==> config.mk <==
export PLATFORM = sky130hd
export DESIGN_NAME = muldiv_unit
export DESIGN_NICKNAME = d
export VERILOG_FILES = /design/src/rtl/muldiv_pkg.sv /design/src/rtl/muldiv_unit.sv
export SDC_FILE = /design/constraint.sdc
export NUM_CORES = 1
export LEC_CHECK = 0
export CAP_MARGIN = 20
export CORE_AREA = 2 2 212 162
export CTS_CLUSTER_SIZE = 12
export DETAILED_ROUTE_END_ITERATION = 8
export DIE_AREA = 0 0 214 164
export PLACE_DENSITY = 0.71
export SLEW_MARGIN = 10
export SYNTH_ARGS = -nofsm -noshare
export SYNTH_HDL_FRONTEND = slang
export SYNTH_SLANG_ARGS = --single-unit
==> constraint.sdc <==
create_clock -name clk -period 9.6 [get_ports clk]
set_input_delay 0.96 -clock clk [delete_from_list [all_inputs] [get_ports clk]]
set_output_delay 0.96 -clock clk [all_outputs]
set_load 0.03 [all_outputs]
==> src/rtl/muldiv_pkg.sv <==
// rtl/muldiv_pkg.sv - shared types and constants for the iterative multiply/divide unit
//
// Purpose: operation and state enumerations plus the default datapath width.
// The control FSM and the instruction decoder import mdu_op_t from here.
package muldiv_pkg;

  localparam int MDU_WIDTH = 32;

  typedef enum logic [1:0] {
    MULT  = 2'd0,
    MULTU = 2'd1,
    DIV   = 2'd2,
    DIVU  = 2'd3
  } mdu_op_t;

  typedef enum logic [1:0] {
    IDLE = 2'd0,
    CALC = 2'd1,
    FIX  = 2'd2
  } mdu_state_t;

endpackage

==> src/rtl/muldiv_unit.sv <==
// rtl/muldiv_unit.sv - iterative MULT/MULTU/DIV/DIVU unit holding architectural HI/LO
//
// Purpose: shift-add multiply and restoring divide, one bit per CALC cycle,
// sharing a single 2*WIDTH accumulator and iteration counter.
// Ports:
//   clk, reset          rising-edge clock, synchronous active-high reset
//   start, op           command strobe and opcode, sampled only in IDLE
//   srca, srcb          multiplicand/dividend, multiplier/divisor
//   hilo_we/sel/wdata   direct MTHI/MTLO write, honoured only in IDLE without start
//   busy, done          registered status; done pulses one cycle with new HI/LO
//   hi, lo              architectural HI/LO registers
module muldiv_unit
  import muldiv_pkg::*;
#(
  parameter int WIDTH = MDU_WIDTH
) (
  input  logic             clk,
  input  logic             reset,
  input  logic             start,
  input  logic [1:0]       op,
  input  logic [WIDTH-1:0] srca,
  input  logic [WIDTH-1:0] srcb,
  input  logic             hilo_we,
  input  logic             hilo_sel,
  input  logic [WIDTH-1:0] hilo_wdata,
  output logic             busy,
  output logic             done,
  output logic [WIDTH-1:0] hi,
  output logic [WIDTH-1:0] lo
);

  localparam int CW = (WIDTH > 1) ? $clog2(WIDTH) : 1;
  localparam logic [CW-1:0] LAST = CW'(WIDTH - 1);

  mdu_state_t         state;
  mdu_op_t            op_r;
  logic [2*WIDTH-1:0] acc;
  logic [WIDTH-1:0]   opb;
  logic [WIDTH-1:0]   orig_a;
  logic [CW-1:0]      count;
  logic               sa, sb;

  // Operand capture: signed ops keep magnitudes plus signs.
  logic             start_signed;
  logic [WIDTH-1:0] mag_a, mag_b;

  always_comb begin
    start_signed = (op == MULT) || (op == DIV);
    mag_a = (start_signed && srca[WIDTH-1]) ? -srca : srca;
    mag_b = (start_signed && srcb[WIDTH-1]) ? -srcb : srcb;
  end

  // One iteration step for each algorithm.
  // Multiply: acc = {partial product, remaining multiplier bits}.
  // Divide:   acc = {partial remainder, remaining dividend bits}; the trial
  //           subtraction uses WIDTH+1 bits so the bit shifted out is kept.
  logic [WIDTH:0]     add_sum;
  logic [WIDTH:0]     div_diff;
  logic [2*WIDTH-1:0] mul_next, div_next;

  always_comb begin
    add_sum  = acc[0] ? ({1'b0, acc[2*WIDTH-1:WIDTH]} + {1'b0, opb})
                      : {1'b0, acc[2*WIDTH-1:WIDTH]};
    mul_next = {add_sum, acc[WIDTH-1:1]};
    div_diff = acc[2*WIDTH-1:WIDTH-1] - {1'b0, opb};
    div_next = div_diff[WIDTH] ? {acc[2*WIDTH-2:0], 1'b0}
                               : {div_diff[WIDTH-1:0], acc[WIDTH-2:0], 1'b1};
  end

  // Sign fix-up and final HI/LO values, consumed at the FIX edge.
  logic [2*WIDTH-1:0] prod;
  logic [WIDTH-1:0]   quo, rem;
  logic [WIDTH-1:0]   fix_hi, fix_lo;

  always_comb begin
    prod = (op_r == MULT && (sa ^ sb)) ? -acc : acc;
    quo  = acc[WIDTH-1:0];
    rem  = acc[2*WIDTH-1:WIDTH];
    if (op_r == DIV) begin
      if (sa ^ sb) quo = -quo;
      if (sa)      rem = -rem;
    end
    if (!op_r[1]) begin
      fix_hi = prod[2*WIDTH-1:WIDTH];
      fix_lo = prod[WIDTH-1:0];
    end else if (opb == '0) begin
      fix_hi = orig_a;
      fix_lo = '1;
    end else begin
      fix_hi = rem;
      fix_lo = quo;
    end
  end

  always_ff @(posedge clk) begin
    if (reset) begin
      state  <= IDLE;
      op_r   <= MULT;
      acc    <= '0;
      opb    <= '0;
      orig_a <= '0;
      count  <= '0;
      sa     <= 1'b0;
      sb     <= 1'b0;
      busy   <= 1'b0;
      done   <= 1'b0;
      hi     <= '0;
      lo     <= '0;
    end else begin
      done <= 1'b0;
      case (state)
        IDLE: begin
          if (start) begin
            // start has priority; a simultaneous direct write is dropped
            op_r   <= mdu_op_t'(op);
            sa     <= start_signed & srca[WIDTH-1];
            sb     <= start_signed & srcb[WIDTH-1];
            orig_a <= srca;
            opb    <= mag_b;
            acc    <= {{WIDTH{1'b0}}, mag_a};
            count  <= '0;
            busy   <= 1'b1;
            state  <= CALC;
          end else if (hilo_we) begin
            if (hilo_sel) hi <= hilo_wdata;
            else          lo <= hilo_wdata;
          end
        end
        CALC: begin
          acc   <= op_r[1] ? div_next : mul_next;
          count <= count + CW'(1);
          if (count == LAST) state <= FIX;
        end
        FIX: begin
          hi    <= fix_hi;
          lo    <= fix_lo;
          done  <= 1'b1;
          busy  <= 1'b0;
          count <= '0;
          state <= IDLE;
        end
        default: state <= IDLE;
      endcase
    end
  end

endmodule

# --- Word level (Yosys, flattened, before mapping) ---
# Index checks and enable logic that the tools add are counted.
classes:
  n_addsub: 8
  n_eq_ne: 11
  muxes: 32
  bitwise: 3
  reduce_logical: 18
op_table:
  columns: ["cell", "count"]
  rows:
  - ["$mux 32", 16]
  - ["$mux 64", 4]
  - ["$neg 32->32", 4]
  - ["$pmux 32 s2", 2]
  - ["$pmux 64 s2", 1]
  - ["$neg 64->64", 1]
  - ["$add 32x32->33", 1]
  - ["$mux 33", 1]
  - ["$sub 33x32->33", 1]
  - ["$logic_not 32->1", 1]
  - ["$pmux 5 s3", 1]
  - ["$ne 2x2->1 const B", 6]
  - ["$reduce_and 2->1", 5]
  - ["$reduce_and 4->1", 2]
  - ["$eq 2x2->1 const B", 3]
  - ["$logic_not 2->1", 3]
  - ["$add 5x1->5 const B", 1]
  - ["$eq 5x5->1 const B", 1]
  - ["$mux 5", 1]
  - ["$mux 2", 2]
  - ["$pmux 2 s2", 1]
  - ["$reduce_bool 2->1", 2]
  - ["$logic_and 1x1->1", 3]
  - ["$reduce_bool 3->1", 1]
  - ["6 further kinds", 8]
totals:
  regBits: 205
  input_bits: 103
  output_inout_bits: 66
  word_cells: 84

# --- Logic depth before layout (Yosys ltp) ---
# Gate-level depths: netlist of the first run.
depth:
  word_depth: 6
  mapped_depth: 14

# --- Worst setup path before layout of the first run ---
# Ideal clock, no wire load.
synth_path:
  path_type: "flip-flop to flip-flop"
  from: "register acc[32]"
  to: "register acc[60]"
  setup_ps: 87
  arrival_time_ps: 3124
  required_time_ps: 9513
  path_slack_ps: 6389
  path_stages_with_launch: 15
  synth_period_minus_slack_ps: 3211
  cell_sequence: "dfxtp_1 > clkbuf_1 > inv_1 > fa_1 > nand2b_1 > a21oi_1 > nor3_1 > o21ai_1 > o21ai_0 > o21ai_2 > xor2_1 > buf_2 > nand2_1 > o221a_2 > o31ai_1"
synth_via:
  elab_chain_cells: 4
  elab_cells_between_ends: 6
  classes_between: "add/sub: 2; mux: 4"
synth_lines:
  columns: ["element", "line", "source"]
  rows:
  - ["start, declared", "muldiv_unit.sv:37", "logic [2*WIDTH-1:0] acc;"]
  - ["start signal, assigned", "muldiv_unit.sv:120", "acc <= {{WIDTH{1'b0}}, mag_a};"]
  - ["start signal, assigned", "muldiv_unit.sv:130", "acc <= op_r[1] ? div_next : mul_next;"]
  - ["$sub 33x32->33 / $add 32x32->33 (equally long branches)", "muldiv_unit.sv:65, muldiv_unit.sv:62", null]
  - ["$mux 64 / $mux 33 (equally long branches)", "muldiv_unit.sv:66, muldiv_unit.sv:62", null]
  - ["$mux 64 (*)", "muldiv_unit.sv:130", null]
  - ["$pmux 64 s2 (*)", "muldiv_unit.sv:111", "case (state)"]
# Every way passes the cells marked *; elsewhere a longest branch is shown, timed or not.
# A chain may end at the register's enable or synchronous reset.

# --- Worst setup path after layout of the first run ---
layout_path:
  from: "register acc[0]"
  to: "register hi[0]"
layout_via:
  elab_chain_cells: 4
layout_lines:
  columns: ["element", "line", "source"]
  rows:
  - ["$neg 64->64", "muldiv_unit.sv:76", "prod = (op_r == MULT && (sa ^ sb)) ? -acc : acc;"]
  - ["$mux 64", "muldiv_unit.sv:76", null]
  - ["$mux 32", "muldiv_unit.sv:83", "if (!op_r[1]) begin"]
  - ["$pmux 32 s2", "muldiv_unit.sv:111", null]
  - ["end signal, assigned", "muldiv_unit.sv:125", "if (hilo_sel) hi <= hilo_wdata;"]
  - ["end signal, assigned", "muldiv_unit.sv:135", "hi <= fix_hi;"]
  - ["end, declared", "muldiv_unit.sv:28", "output logic [WIDTH-1:0] hi,"]
# No other way between the ends.

==> results of run 1 <==
## state kept, by name, indices dropped and copies added, names as in the netlist
signal	cells
acc	64
hi	32
lo	32
opb	32
orig_a	32
count	5
op_r	2
state	2
busy	1
done	1
sa	1
sb	1
## cells by family after synthesis
| kind of cell | count (synthesis) | synth area share |
|---|---|---|
| AO/OA/AOI/OAI | 771 | 0.300 |
| XOR/XNOR | 165 | 0.0889 |
| adder cells (fa/ha/maj) | 72 | 0.0560 |
| buffers and inverters | 244 | 0.0583 |
| flip-flops | 205 | 0.251 |
| multiplexers | 57 | 0.0351 |
| AND/OR/NAND/NOR | 751 | 0.211 |
## synth_stat cells (8+ instances only)
library cell	instances
buf_2	15
nand2_1	268
a311oi_1	13
nor3_1	47
and3_1	14
ha_1	70
o21ai_1	14
nor4_1	31
o31ai_1	17
nor2b_1	19
nand3_1	30
o21a_1	11
and2_1	8
o41ai_1	14
a22o_1	16
inv_1	67
a21oi_1	269
buf_1	16
o221ai_1	29
nor2_1	232
dfxtp_1	205
a31oi_1	38
o22ai_1	12
o211ai_1	22
a2111oi_0	9
or3_1	19
mux2i_1	55
o21ai_0	124
or4_1	10
xor2_1	76
nand4_1	18
xnor2_1	88
clkbuf_1	143
nand2b_1	20
a21o_1	34
a211oi_1	96
## worst paths after layout
check | end | slack [ps] | depth (start not counted)
worst max-delay path | hi[0]$_SDFFE_PP0P_ | 5370 | 9
worst min-delay path | lo[13]$_SDFFE_PP0P_ | 450 | 2
worst max register to register | hi[0]$_SDFFE_PP0P_ | 5370 | 9
worst min register to register | lo[13]$_SDFFE_PP0P_ | 450 | 2
## per-layer routing
metal / part of all wire / global-route usage / vias up / wire (um)
met1: 0.43 / 0.463 / 8351 / 26700
met2: 0.40 / 0.476 / 936 / 24700
met5: 0.0025 / 0.0306 / - / 157
li1: - / - / 8297 / -
met4: 0.023 / 0.0779 / 4 / 1440
met3: 0.14 / 0.141 / 109 / 8660
## through the flow
step | setup WS [ps] | area (um2) | utilization | power [mW] | hold slack, ps
2_1_floorplan | 6390 | 16300 | - | 1.54 | 433
3_3_place_gp | 5590 | 18100 | 0.548 | 1.81 | 439
3_5_place_dp | 5630 | 18100 | 0.548 | 1.82 | 446
4_1_cts | 5610 | 18900 | 0.572 | 2.75 | 453
5_1_grt | 5270 | 18900 | 0.572 | 2.89 | 472
6_report | 5370 | 18900 | 0.572 | 2.78 | 452
## power breakdown
part,switching [mW],internal [mW]
combinational,0.523,0.316
sequential,0.0988,0.902
clock,0.393,0.552
## critical path: cells and delay by family, from the launching register on
kind	cells	cell delay [ps]
and+or+nand+nor	4	1820
AOI/OAI and AO/OA	3	970
DFF	1	340
buffers and inverters	1	660
adders and majority gates	1	330
## layout make-up
type	count	share of cell area
repair buffers	192	0.0986
flip-flops and latches	205	0.217
well taps	450	0.0298
inverters	67	0.0133
multi-input cells	1816	0.599
clock inverters	10	0.00550
clock buffers	33	0.0363
==> run metrics, run 1 <==
die height 164 um; gr ovfl total 0; FF+latch area 4110 um2; share of layout cells above drive strength 1 0.0426; most frequent cells in the layout a21oi_1, nand2_1, nor2_1; critical path cell sequence inv_1 > ha_1 > nor3b_2 > nand2_1 > nor3_2 > nor2_1 > a21oi_1 > o21ai_0 > o22ai_1; maximum clock path buffer count 3; drt total wl 61.6 mm; H-tree levels 1; synth top area cells dfxtp_1, a21oi_1, nand2_1; Most used DFF post-synth dfxtp_1; FP Rows 58; post-layout min period 4230 ps; CTS buffer count 24; crit-path max FO 20; Cells after Synth 2265; reg2reg start acc[0]$_SDFFE_PP0P_; top-area cell type share of the netlist area 0.251; Slew Limit Fails 0; TritonCTS clock tree done; sequential area share after synthesis 0.251; Root Buffer clkbuf_16; die width 214 um; final non-filler cell total 2773; Fin. Hold Viols 0; Hold Path Origin lo[13]$_SDFFE_PP0P_; IO Pins 169; Worst-Skew Late Latency 550 ps; clock skew 20.8 ps; drt first pass iters 7; setup bufs post-CTS 0; most common cell after layout, fill and taps aside a21oi_1; CP required 10070 ps; Avg Inst Size Synth 7.21 um2; WS Path Type register to register; fillers 3172; Max-slew headroom 0.252; initial antenna violation count 1; final worst path period share 0.440; Inserted Diodes 0; Leak 7.16 nW; hold-fix buffer count after cts 0; post-CTS resize count 0; Post-synth EDFFs 0; global-route wire length before repair 92.9 mm; starting density of the core 0.495; Clock Sinks 205; Max Clk Rate 237 MHz; type of the tightest min-delay check register to register; Total GRT Usage 0.335; nets 2481; vias in the first global route 15900; Core Area 33000 um2; Inst Count DP 2729; VDD IR-drop max 124 uV; Reg clk slew, reported paths 60 ps; Layout area overhead 15.6%; #FFs+latches synth 205; Max-cap violations 0; initial DRC count 2001; Final setup viols 0; fraction of registers with async set or reset after synthesis 0; Slew @ Worst Pin 1090 ps; startpoint types register; RSZ-0062 raised after global routing no; pwr/cell area 147 nW/um2; via count 17700; WP data arrival 4690 ps; crit end category register; Multi-input gate area 11300 um2; CP max stage cell nor3_2; TNS Setup 0 ps; GPL Wtd Cong 0.983; largest net degree at the start of global routing 114; DRC Markers 0; Yosys warning count 0; Critical path origin acc[0]$_SDFFE_PP0P_; Avg Vias per Cell 6.38; Mapped Nets 2440; port buffer count 168; mapped cell area 16300 um2; final antenna-violating net count 0; Cell variety after synth 85; status completed; biggest area consumer among synthesized cells dfxtp_1; DP HPWL 45.5 mm; die area 35100 um2; wire length per cell 22.2 um; CP max stage delay 850 ps
Note: power is estimated with default switching activity, not from simulation.
==> inputs of run 2 (changes only) <==
--- a/config.mk
+++ b/config.mk
@@ -10,7 +10,7 @@
 export CTS_CLUSTER_SIZE = 12
 export DETAILED_ROUTE_END_ITERATION = 8
 export DIE_AREA = 0 0 214 164
-export PLACE_DENSITY = 0.71
+export PLACE_DENSITY = 0.74
 export SLEW_MARGIN = 10
 export SYNTH_ARGS = -nofsm -noshare
 export SYNTH_HDL_FRONTEND = slang
==> constraint.sdc (replaced) <==
create_clock -name clk -period 3.4 [get_ports clk]
set_input_delay 0.34 -clock clk [delete_from_list [all_inputs] [get_ports clk]]
set_output_delay 0.34 -clock clk [all_outputs]
set_load 0.03 [all_outputs]
==> run 2 against run 1 <==
  * First-iteration DRC count is 16% higher
  * Die area stayed put
  * Clock skew is 1.8 ps lower
  * Sequential cell count stayed put
  * Cell count is 4.3% higher
  * Global-route usage is 1.8 points higher
  * Register-to-register slack worse by 5300 ps
  * Worst hold slack worse by 210 ps
  * Core utilization is 3.5 points higher
  * Critical endpoint is now hi[25]$_SDFFE_PP0P_
==> run metrics, run 2 (synthesized netlist as in run 1, its figures left out) <==
H-tree levels 1; GPL Wtd Cong 0.998; startpoint types register; clock skew 19.0 ps; global-route wire length before repair 97.9 mm; Leak 7.84 nW; Inst Count DP 2847; nets 2601; final worst path period share 0.976; WS Path Type register to register; vias in the first global route 16600; port buffer count 168; type of the tightest min-delay check input pin to register; CP required 3870 ps; most frequent cells in the layout nand2_1, a21oi_1, nor2_1; final antenna-violating net count 0; RSZ-0062 raised after global routing no; post-layout min period 3320 ps; Final setup viols 0; Inserted Diodes 0; drt total wl 64.3 mm; die width 214 um; Largest register FFs 64; Layout area overhead 22.6%; fillers 3090; CP max stage delay 590 ps; CTS buffer count 24; Total GRT Usage 0.353; DRC Markers 0; die height 164 um; Slew Limit Fails 0; Clock Sinks 205; starting density of the core 0.495; hold slack 246 ps; crit end category register; Root Buffer clkbuf_16; Final Util 0.607; crit-path max FO 5; Reg clk slew, reported paths 60 ps; most flop-heavy register acc; Avg Vias per Cell 6.36; initial DRC count 2326; drt first pass iters 6; IO Pins 169; DP HPWL 48.5 mm; WP data arrival 3790 ps; gr ovfl total 0; Max Clk Rate 301 MHz; maximum clock path buffer count 3; Fin. Hold Viols 0; Worst-Skew Late Latency 560 ps; TritonCTS clock tree done; Max-slew headroom 0.360; critical path cell sequence nor3_1 > nor3b_1 > nand4_1 > buf_4 > or2_1 > o21ai_1 > xnor2_1 > nor2_1 > a211oi_1 > a211oi_1 > nor3_1; largest net degree at the start of global routing 129; Max-cap violations 0; wire length per cell 22.2 um; Tot Pwr 8.25 mW; die area 35100 um2; most common cell after layout, fill and taps aside nand2_1; Post-DP Area 19100 um2; FP Rows 58; pwr/cell area 412 nW/um2; final non-filler cell total 2892; Core Area 33000 um2; Slew @ Worst Pin 960 ps; CP max stage cell nor3_1; Final Cell Area 20000 um2; share of layout cells above drive strength 1 0.0979; status completed; initial antenna violation count 2; via count 18400; VDD IR-drop max 352 uV
[run 2: critical path: cells and delay by family, from the launching register on]
family / cells / cell delay, ps
compound gates: 3 / 640
xor+xnor: 1 / 140
buf+inv: 1 / 230
flops: 1 / 310
simple gates: 6 / 1920
[run 2: stage by stage]
stage	setup WS (ps)	TNS, ps
2_1_floorplan	189	0
4_1_cts	20.6	0
6_report	82.1	0
3_5_place_dp	-83.2	-99.3
5_1_grt	0.404	0
3_3_place_gp	73.8	0
[run 2: timing repair]
action | in CTS | in global routing
resized for setup | 2 | 30
setup buffers | 0 | 3
gates cloned | 0 | 0
hold buffers | 0 | 0
setup endpoints to repair | 3 | 27
pin swaps | 0 | 8
[run 2: final timing paths]
check                       startpoint  slack (ps)  depth (start not counted)               endpoint
hold reg to reg    lo[17]$_SDFFE_PP0P_         450                          2    lo[17]$_SDFFE_PP0P_
setup / recovery  acc[20]$_SDFFE_PP0P_          80                         11    hi[25]$_SDFFE_PP0P_
setup reg to reg  acc[20]$_SDFFE_PP0P_          80                         11    hi[25]$_SDFFE_PP0P_
hold / removal                   reset         250                          2  count[3]$_SDFFE_PP0P_
[run 2: final cells by class]
cell class | count | area [um2] | area share
clock buffer | 33 | 686 | 0.0342
clock inverter | 9 | 151 | 0.00756
inverter | 67 | 251 | 0.0126
multi-input combinational | 1816 | 11400 | 0.570
sequential | 205 | 4110 | 0.205
tap | 450 | 563 | 0.0281
timing repair buffer | 312 | 2840 | 0.142
[run 2: routing by layer]
layer	share of wire	GRT usage	vias up
met2	0.40	0.502	955
met1	0.46	0.524	8801
li1	-	-	8540
met4	0.020	0.0779	4
met3	0.12	0.0980	101
met5	0.00051	0	-
[run 2: where the power goes]
part	switching [mW]	internal (mW)	total, mW
clock network	1.13	1.71	2.83
logic	1.63	1.04	2.66
registers	0.199	2.55	2.75
